==> config.mk <==
export PLATFORM = sky130hd
export DESIGN_NAME = gpmc_initiator
export DESIGN_NICKNAME = d
export VERILOG_FILES = /design/src/rtl/gpmc_initiator_pkg.sv /design/src/rtl/gpmc_initiator_phase_timer.sv /design/src/rtl/gpmc_initiator.sv
export SDC_FILE = /design/constraint.sdc
export NUM_CORES = 1
export LEC_CHECK = 0
export BUFFER_PORTS_ARGS = -buffer_cell sky130_fd_sc_hd__buf_4
export CORE_MARGIN = 2
export CORE_UTILIZATION = 40
export CTS_CLUSTER_DIAMETER = 100
export DETAILED_ROUTE_END_ITERATION = 16
export GPL_TIMING_DRIVEN = 0
export PLACE_DENSITY = 0.74
export SLEW_MARGIN = 20
export SYNTH_ARGS = -nofsm -noshare
export SYNTH_HDL_FRONTEND = slang
export SYNTH_SLANG_ARGS = --single-unit
==> constraint.sdc <==
create_clock -name clk -period 5.35 [get_ports clk]
set_input_delay 1.07 -clock clk [delete_from_list [all_inputs] [get_ports clk]]
set_output_delay 1.07 -clock clk [all_outputs]
set_load 0.01 [all_outputs]
==> src/rtl/gpmc_initiator_pkg.sv <==
// rtl/gpmc_initiator_pkg.sv - shared GPMC state encodings, control vectors and AD width
package gpmc_initiator_pkg;

  localparam int AD_WIDTH  = 16;
  localparam int CNT_WIDTH = 8;

  typedef enum logic [2:0] {
    ST_IDLE  = 3'd0,
    ST_ADDR  = 3'd1,
    ST_WRITE = 3'd2,
    ST_READ  = 3'd3,
    ST_TURN  = 3'd4
  } gpmc_state_e;

  // Active-low strobes in bus order {csn, advn, wein, oen}
  typedef struct packed {
    logic csn;
    logic advn;
    logic wein;
    logic oen;
  } gpmc_ctrl_t;

  localparam gpmc_ctrl_t CTRL_IDLE  = 4'b1111;
  localparam gpmc_ctrl_t CTRL_ADDR  = 4'b0011;
  localparam gpmc_ctrl_t CTRL_WRITE = 4'b0101;
  localparam gpmc_ctrl_t CTRL_READ  = 4'b0110;

  function automatic gpmc_ctrl_t ctrl_for_state(input gpmc_state_e st);
    case (st)
      ST_ADDR:  return CTRL_ADDR;
      ST_WRITE: return CTRL_WRITE;
      ST_READ:  return CTRL_READ;
      default:  return CTRL_IDLE;
    endcase
  endfunction

endpackage

==> src/rtl/gpmc_initiator_phase_timer.sv <==
// rtl/gpmc_initiator_phase_timer.sv - bus-period counter for the GPMC initiator phases
// done marks the last clk of the final period (gpmc_clk high, about to fall).
module gpmc_initiator_phase_timer
  import gpmc_initiator_pkg::*;
(
  input  logic                 clk,
  input  logic                 rst_n,
  input  logic                 load,
  input  logic [CNT_WIDTH-1:0] load_val,
  input  logic                 tick,
  output logic                 done
);

  logic [CNT_WIDTH-1:0] count;

  assign done = tick && (count == CNT_WIDTH'(1));

  always_ff @(posedge clk or negedge rst_n) begin
    if (!rst_n) begin
      count <= '0;
    end else if (load) begin
      count <= load_val;
    end else if (tick && !done) begin
      count <= count - CNT_WIDTH'(1);
    end
  end

endmodule

==> src/rtl/gpmc_initiator.sv <==
// rtl/gpmc_initiator.sv - multiplexed-AD GPMC bus initiator for bridge self-test and loopback
// The FSM state leads the bus by one clk; strobes and AD are launched only on gpmc_clk rises.
module gpmc_initiator
  import gpmc_initiator_pkg::*;
#(
  parameter int ADDR_WIDTH  = 16,
  parameter int ADDR_CYCLES = 1,
  parameter int WR_CYCLES   = 1,
  parameter int RD_WAIT     = 2,
  parameter int TURN_CYCLES = 1
) (
  input  logic                  clk,
  input  logic                  rst_n,
  input  logic                  req_valid,
  output logic                  req_ready,
  input  logic                  req_we,
  input  logic [ADDR_WIDTH-1:0] req_addr,
  input  logic [AD_WIDTH-1:0]   req_wdata,
  output logic                  rsp_valid,
  output logic [AD_WIDTH-1:0]   rsp_rdata,
  output logic                  busy,
  output logic                  gpmc_clk,
  output logic                  gpmc_csn1,
  output logic                  gpmc_advn,
  output logic                  gpmc_wein,
  output logic                  gpmc_oen,
  output logic [AD_WIDTH-1:0]   gpmc_ad_out,
  output logic                  gpmc_ad_oe,
  input  logic [AD_WIDTH-1:0]   gpmc_ad_in
);

  gpmc_state_e           state;
  gpmc_state_e           state_next;
  logic                  ready_en;
  logic                  accept;
  logic                  rise;
  logic                  we_q;
  logic [ADDR_WIDTH-1:0] addr_q;
  logic [AD_WIDTH-1:0]   wdata_q;
  logic [AD_WIDTH-1:0]   addr_ext;
  logic                  tmr_load;
  logic [CNT_WIDTH-1:0]  tmr_val;
  logic                  tmr_done;
  logic                  sample_pend;
  gpmc_ctrl_t            ctrl_d;
  logic                  ad_oe_d;
  logic [AD_WIDTH-1:0]   ad_out_d;

  // ready_en keeps req_ready low for the whole of reset, rising on the first clk after release
  assign req_ready = ready_en && (state == ST_IDLE);
  assign accept    = req_valid && req_ready;
  assign busy      = (state != ST_IDLE);
  assign rise      = busy && !gpmc_clk;

  always_ff @(posedge clk or negedge rst_n) begin
    if (!rst_n) ready_en <= 1'b0;
    else        ready_en <= 1'b1;
  end

  always_ff @(posedge clk or negedge rst_n) begin
    if (!rst_n) state <= ST_IDLE;
    else        state <= state_next;
  end

  always_comb begin
    state_next = state;
    case (state)
      ST_IDLE:           if (accept)   state_next = ST_ADDR;
      ST_ADDR:           if (tmr_done) state_next = we_q ? ST_WRITE : ST_READ;
      ST_WRITE, ST_READ: if (tmr_done) state_next = ST_TURN;
      ST_TURN:           if (tmr_done) state_next = ST_IDLE;
      default:                         state_next = ST_IDLE;
    endcase
  end

  always_comb begin
    ctrl_d   = ctrl_for_state(state);
    ad_oe_d  = 1'b0;
    ad_out_d = '0;
    case (state)
      ST_ADDR: begin
        ad_oe_d  = 1'b1;
        ad_out_d = addr_ext;
      end
      ST_WRITE: begin
        ad_oe_d  = 1'b1;
        ad_out_d = wdata_q;
      end
      default: ;
    endcase
  end

  always_comb begin
    addr_ext                   = '0;
    addr_ext[ADDR_WIDTH-1:0]   = addr_q;
  end

  assign tmr_load = (state_next != state);

  always_comb begin
    tmr_val = CNT_WIDTH'(ADDR_CYCLES);
    case (state_next)
      ST_WRITE: tmr_val = CNT_WIDTH'(WR_CYCLES);
      ST_READ:  tmr_val = CNT_WIDTH'(RD_WAIT);
      ST_TURN:  tmr_val = CNT_WIDTH'(TURN_CYCLES);
      default:  tmr_val = CNT_WIDTH'(ADDR_CYCLES);
    endcase
  end

  gpmc_initiator_phase_timer u_phase_timer (
    .clk      (clk),
    .rst_n    (rst_n),
    .load     (tmr_load),
    .load_val (tmr_val),
    .tick     (gpmc_clk),
    .done     (tmr_done)
  );

  always_ff @(posedge clk or negedge rst_n) begin
    if (!rst_n) begin
      we_q    <= 1'b0;
      addr_q  <= '0;
      wdata_q <= '0;
    end else if (accept) begin
      we_q    <= req_we;
      addr_q  <= req_addr;
      wdata_q <= req_wdata;
    end
  end

  always_ff @(posedge clk or negedge rst_n) begin
    if (!rst_n)                      gpmc_clk <= 1'b0;
    else if (state_next == ST_IDLE)  gpmc_clk <= 1'b0;
    else if (busy)                   gpmc_clk <= ~gpmc_clk;
  end

  always_ff @(posedge clk or negedge rst_n) begin
    if (!rst_n) begin
      {gpmc_csn1, gpmc_advn, gpmc_wein, gpmc_oen} <= CTRL_IDLE;
      gpmc_ad_oe  <= 1'b0;
      gpmc_ad_out <= '0;
    end else if (rise) begin
      {gpmc_csn1, gpmc_advn, gpmc_wein, gpmc_oen} <= ctrl_d;
      gpmc_ad_oe  <= ad_oe_d;
      gpmc_ad_out <= ad_out_d;
    end
  end

  // READ->TURN happens mid-period; the sample lands on the following rise, which ends the last wait period
  always_ff @(posedge clk or negedge rst_n) begin
    if (!rst_n) begin
      sample_pend <= 1'b0;
      rsp_valid   <= 1'b0;
      rsp_rdata   <= '0;
    end else begin
      sample_pend <= (state == ST_READ) && (state_next == ST_TURN);
      rsp_valid   <= sample_pend;
      if (sample_pend) rsp_rdata <= gpmc_ad_in;
    end
  end

endmodule
[Word level (Yosys, flattened, before mapping)]
Index checks and enable logic that the tools add are counted.
Storage, ports and cells
  output and inout bits: 41
  flip-flop bits (word level): 85
Cells by class
  equality and inequality tests: 8
  add/sub/neg operators: 1
  reductions and logical operators: 15
  bitwise operators: 1
  mux-type cells: 14
Operator list (number)
  $pmux 16 s2: 1
  $mux 8: 2
  $mux 3: 4
  $pmux 3 s4: 1
  $pmux 4 s3: 1
  $eq 3x2->1 const B: 3
  $eq 8x1->1 const B: 1
  $sub 8x1->8 const B: 1
  $eq 3x3->1 const B: 2
  $logic_and 1x1->1: 6
  $logic_not 3->1: 2
  $mux 1: 4
  $reduce_bool 2->1: 2
  $reduce_or 2->1: 2
  $eq 3x1->1 const B: 1
  $ne 3x3->1: 1
  $reduce_bool 3->1: 1
  $logic_not 1->1: 2
  $mux 2: 1
  $not 1->1: 1

[Longest topological paths before layout]
  depth in word-level cells: 8
  gate-level depth with buffers: 7
  mapped depth without buffers: 6

[Cells and area by module]
Synthesis repeated with hierarchy kept, for this count alone.
Unflattened totals
  cell total of the unflattened synthesis: 306
  area total of the unflattened synthesis: 3759.9 um^2
By module, submodules not included
  gpmc_initiator: sequential area each 1931.9 um^2, times used 1, cells each 240, area an instance 3179.3 um^2
  gpmc_initiator_phase_timer: sequential area each 200.2 um^2, times used 1, cells each 66, area an instance 580.6 um^2

[Worst setup path after synthesis]
No wires, ideal clock.
  kind: register -> output
  start: reg state[1]
  end: out req_ready
  arrival: 969 ps
  stages on the path, launching flop included: 4
  setup slack: 3311 ps
  cells stage by stage: dfrtp_1 -> buf_2 -> nor3_4 -> and2_1
On the way
  cells in the longest elaborated chain, start to end: 2
RTL lines
  start: declaration: RTL line gpmc_initiator.sv:32  | gpmc_state_e state;
  start signal: assignment: RTL line gpmc_initiator.sv:62  | else state <= state_next;
  $logic_not 3->1: RTL line gpmc_initiator.sv:50  | assign req_ready = ready_en && (state == ST_IDLE);
  $logic_and 1x1->1: RTL line gpmc_initiator.sv:50
  end: declaration: RTL line gpmc_initiator.sv:15  | output logic req_ready,
No other way between the ends.

[Final worst setup path]
Same ends and word-level chain as after synthesis.

==> impl_results.md <==
- I/O pin total: 93
- DRC viols: 0
- Multi-input gate area: 1210 µm²
- Peak supply drop: 0.258 mV
- Die ar.: 9500 µm²
- Min cycle time layout: 2.55 ns
- Most frequent cells after synthesis: dfrtp_1 (81), mux2_2 (50), inv_1 (23)
- Top_reg_cell synth: dfrtp_1
- Antenna violations before repair: 0
- Via count: 2390
- Post-cts hold buffer count: 0
- Antenna cells: 0
- Worst min path class: register to register
- Worst-Margin Slew: 0.769 ns
- Sequential cell area: 2130 µm²
- Synth area leader: dfrtp_1
- Synth Instances: 257
- Async set or reset register ratio after synthesis: 100%
- Slew headroom: 48.8%
- Mapped Area: 3490 µm²
- Placed cell area: 4320 µm²
- Yosys warning total: 0
- Post-synthesis sequential area ratio: 61.0%
- Post-CTS setup buffers: 0
- Number of synthesized flops with an enable pin: 0
- Rows: 34
- Clock transition at the registers of the reported paths: 0.07 ns
- Worst skew pair latency: 0.35 ns
- Gp weighted congestion: 0.748
- DR iter-0 viols: 152
- # H-tree levels: 3
- Share of post-route cells with drive strength above 1: 49.5%
- Post-Route Setup TNS: 0 ns
- DR WL/cell: 15.0 µm
- Post-cts sizing count: 0
- Post-route clock period utilization: 47.6%
- Critical Path RT: 4.28 ns
- Maximum fanout along the worst path: 10
- Slew Limit Fails: 0
- Gr ovfl total: 0
- Fillers: 733
- Top area cells in the synthesized netlist: dfrtp_1 (58%), mux2_2 (16%), a222oi_1 (4.6%)
- Total CTS buffers: 9
- Data arrival, critical path: 1.48 ns
- P&R area growth vs syn: 29.2%
- Count leader, synth: dfrtp_1
- Core ar.: 8590 µm²
- First-pass GRT wire length: 11.8 mm
- GRT Util Overall: 15.6%
- Root cell of the clock tree: clkbuf_8
- CP endpoint kind: output pin
- WS Path Type: register to output pin
- Vias/cell: 5.06
- Crit start category: register
- Syn_nets: 311
- RSZ-0062 raised after global routing: false
- Die X-Extent: 97.5 µm
- Total wire length: 7.07 mm
- Drt first pass iters: 5
- IO Port Bufs: 92
- Distinct cell type count after synthesis: 45
- Post-place setup slack: 3.07 ns
- Initial Utilization: 40.7%
- Routed Antenna Nets: 0
- CTS tree: yes
- Vias in the first global route: 2402
- Layout net count: 414
- Outcome: finished, final reports clean
- Pin count of the biggest net entering global routing: 86
- # Max-Cap Violations: 0
- Clk sinks: 85
- Design area: 4510 µm²
- Pwr dens: 608 nW/µm²
- Setup ws final: 2.80 ns
- Hpwl dp: 4.87 mm
- Clock skew: 0.0106 ns
- Final setup fails: 0
- Mapped Avg Cell Area: 13.6 µm²
- Max frequency: 0.393 GHz
- Flops & latches, synth: 85
- Final Hold Viols: 0
- Leakage: 2.16 nW
- Die extent in y: 97.5 µm
- Area share of the largest cell type after synthesis: 58.0%
- Clk buf depth: 2
-- registers in the layout, summed over array words and instances (netlist names) --
register and count:
state 3, gpmc_wein 1, gpmc_oen 1, addr_ext 16, rsp_rdata 16, ready_en 1, gpmc_advn 1, wdata_q 16
sample_pend 1, rsp_valid 1, we_q 1, gpmc_ad_oe 1, gpmc_csn1 1, u_phase_timer.count 8, gpmc_ad_out 16, gpmc_clk 1
-- layer usage --
metal / wire [µm] / track usage (%) / up-vias
met4: 63 / 5.34 / 0
met5: 0 / 0 / -
li1: - / - / 1121
met2: 3380 / 23.9 / 73
met3: 476 / 4.60 / 6
met1: 3150 / 21.5 / 1190
-- critical path: stages, from the launching register on --
cell	delay [ns]
dfrtp_1	0.36
buf_2	0.18
nor3_4	0.29
and2_1	0.18
buf_4	0.12
-- final cells by class --
| class | instances | area share, % |
|---|---|---|
| Sequential cell | 85 | 47.2 |
| Multi-Input combinational cell | 136 | 26.7 |
| Timing Repair Buffer | 92 | 15.4 |
| Clock buffer | 11 | 3.13 |
| Tap cell | 108 | 2.99 |
| Inverter | 24 | 2.00 |
| Buffer | 12 | 1.44 |
| Clock inverter | 4 | 1.08 |
-- metrics by stage --
step / hold WS, ns / utilization [%] / total power, W / instances
after floorplan: 0.352 / - / 0.00188 / 257
after global placement: 0.359 / 50.3 / 0.00228 / 457
after detailed placement: 0.366 / 50.3 / 0.00233 / 457
after CTS: 0.385 / 52.5 / 0.00278 / 472
after global routing: 0.396 / 52.5 / 0.00295 / 472
final: 0.381 / 52.5 / 0.00275 / 472
-- worst paths after layout --
kind / start / endpoint / slack (ns) / cells past startpoint
setup / recovery: state[1] / req_ready / 2.80 / 4
hold / removal: sample_pend / rsp_valid / 0.38 / 0
setup reg to reg: u_phase_timer.count[1] / u_phase_timer.count[1] / 3.18 / 6
hold reg to reg: sample_pend / rsp_valid / 0.38 / 0
max in group asynchronous: rst_n / we_q / 4.05 / 1
min in group asynchronous: rst_n / rsp_valid / 0.77 / 1
-- power by group --
group	internal, W	switching (W)
sequential	0.000947	0.000179
combinational	0.000618	0.000556
clock	0.000226	0.000219
total	0.00179	0.000954
-- logic make-up (layout without fill, tap and decap cells) --
logic type	after synthesis	count (layout)	synth area share, %
mux	54	54	17.3
buf+inv	36	143	4.44
simple gates	43	43	7.66
xor+xnor	3	3	0.752
compound gates	33	33	8.02
flops	85	85	61.0
fa+ha+maj	2	2	0.716
other cells	1	1	0.107
-- cells in the final DEF (no fill, tap or decap), types with 3 or more instances in the layout --
cell	instances
a21oi_1	5
a222oi_1	16
buf_2	7
buf_4	94
clkbuf_8	10
dfrtp_1	81
dfstp_2	4
inv_1	23
mux2_2	50
mux2i_1	3
nand2_1	5
nand3_1	3
nor2_1	12
o21ai_0	4
xnor2_1	3
Note: power is estimated with default switching activity, not from simulation.
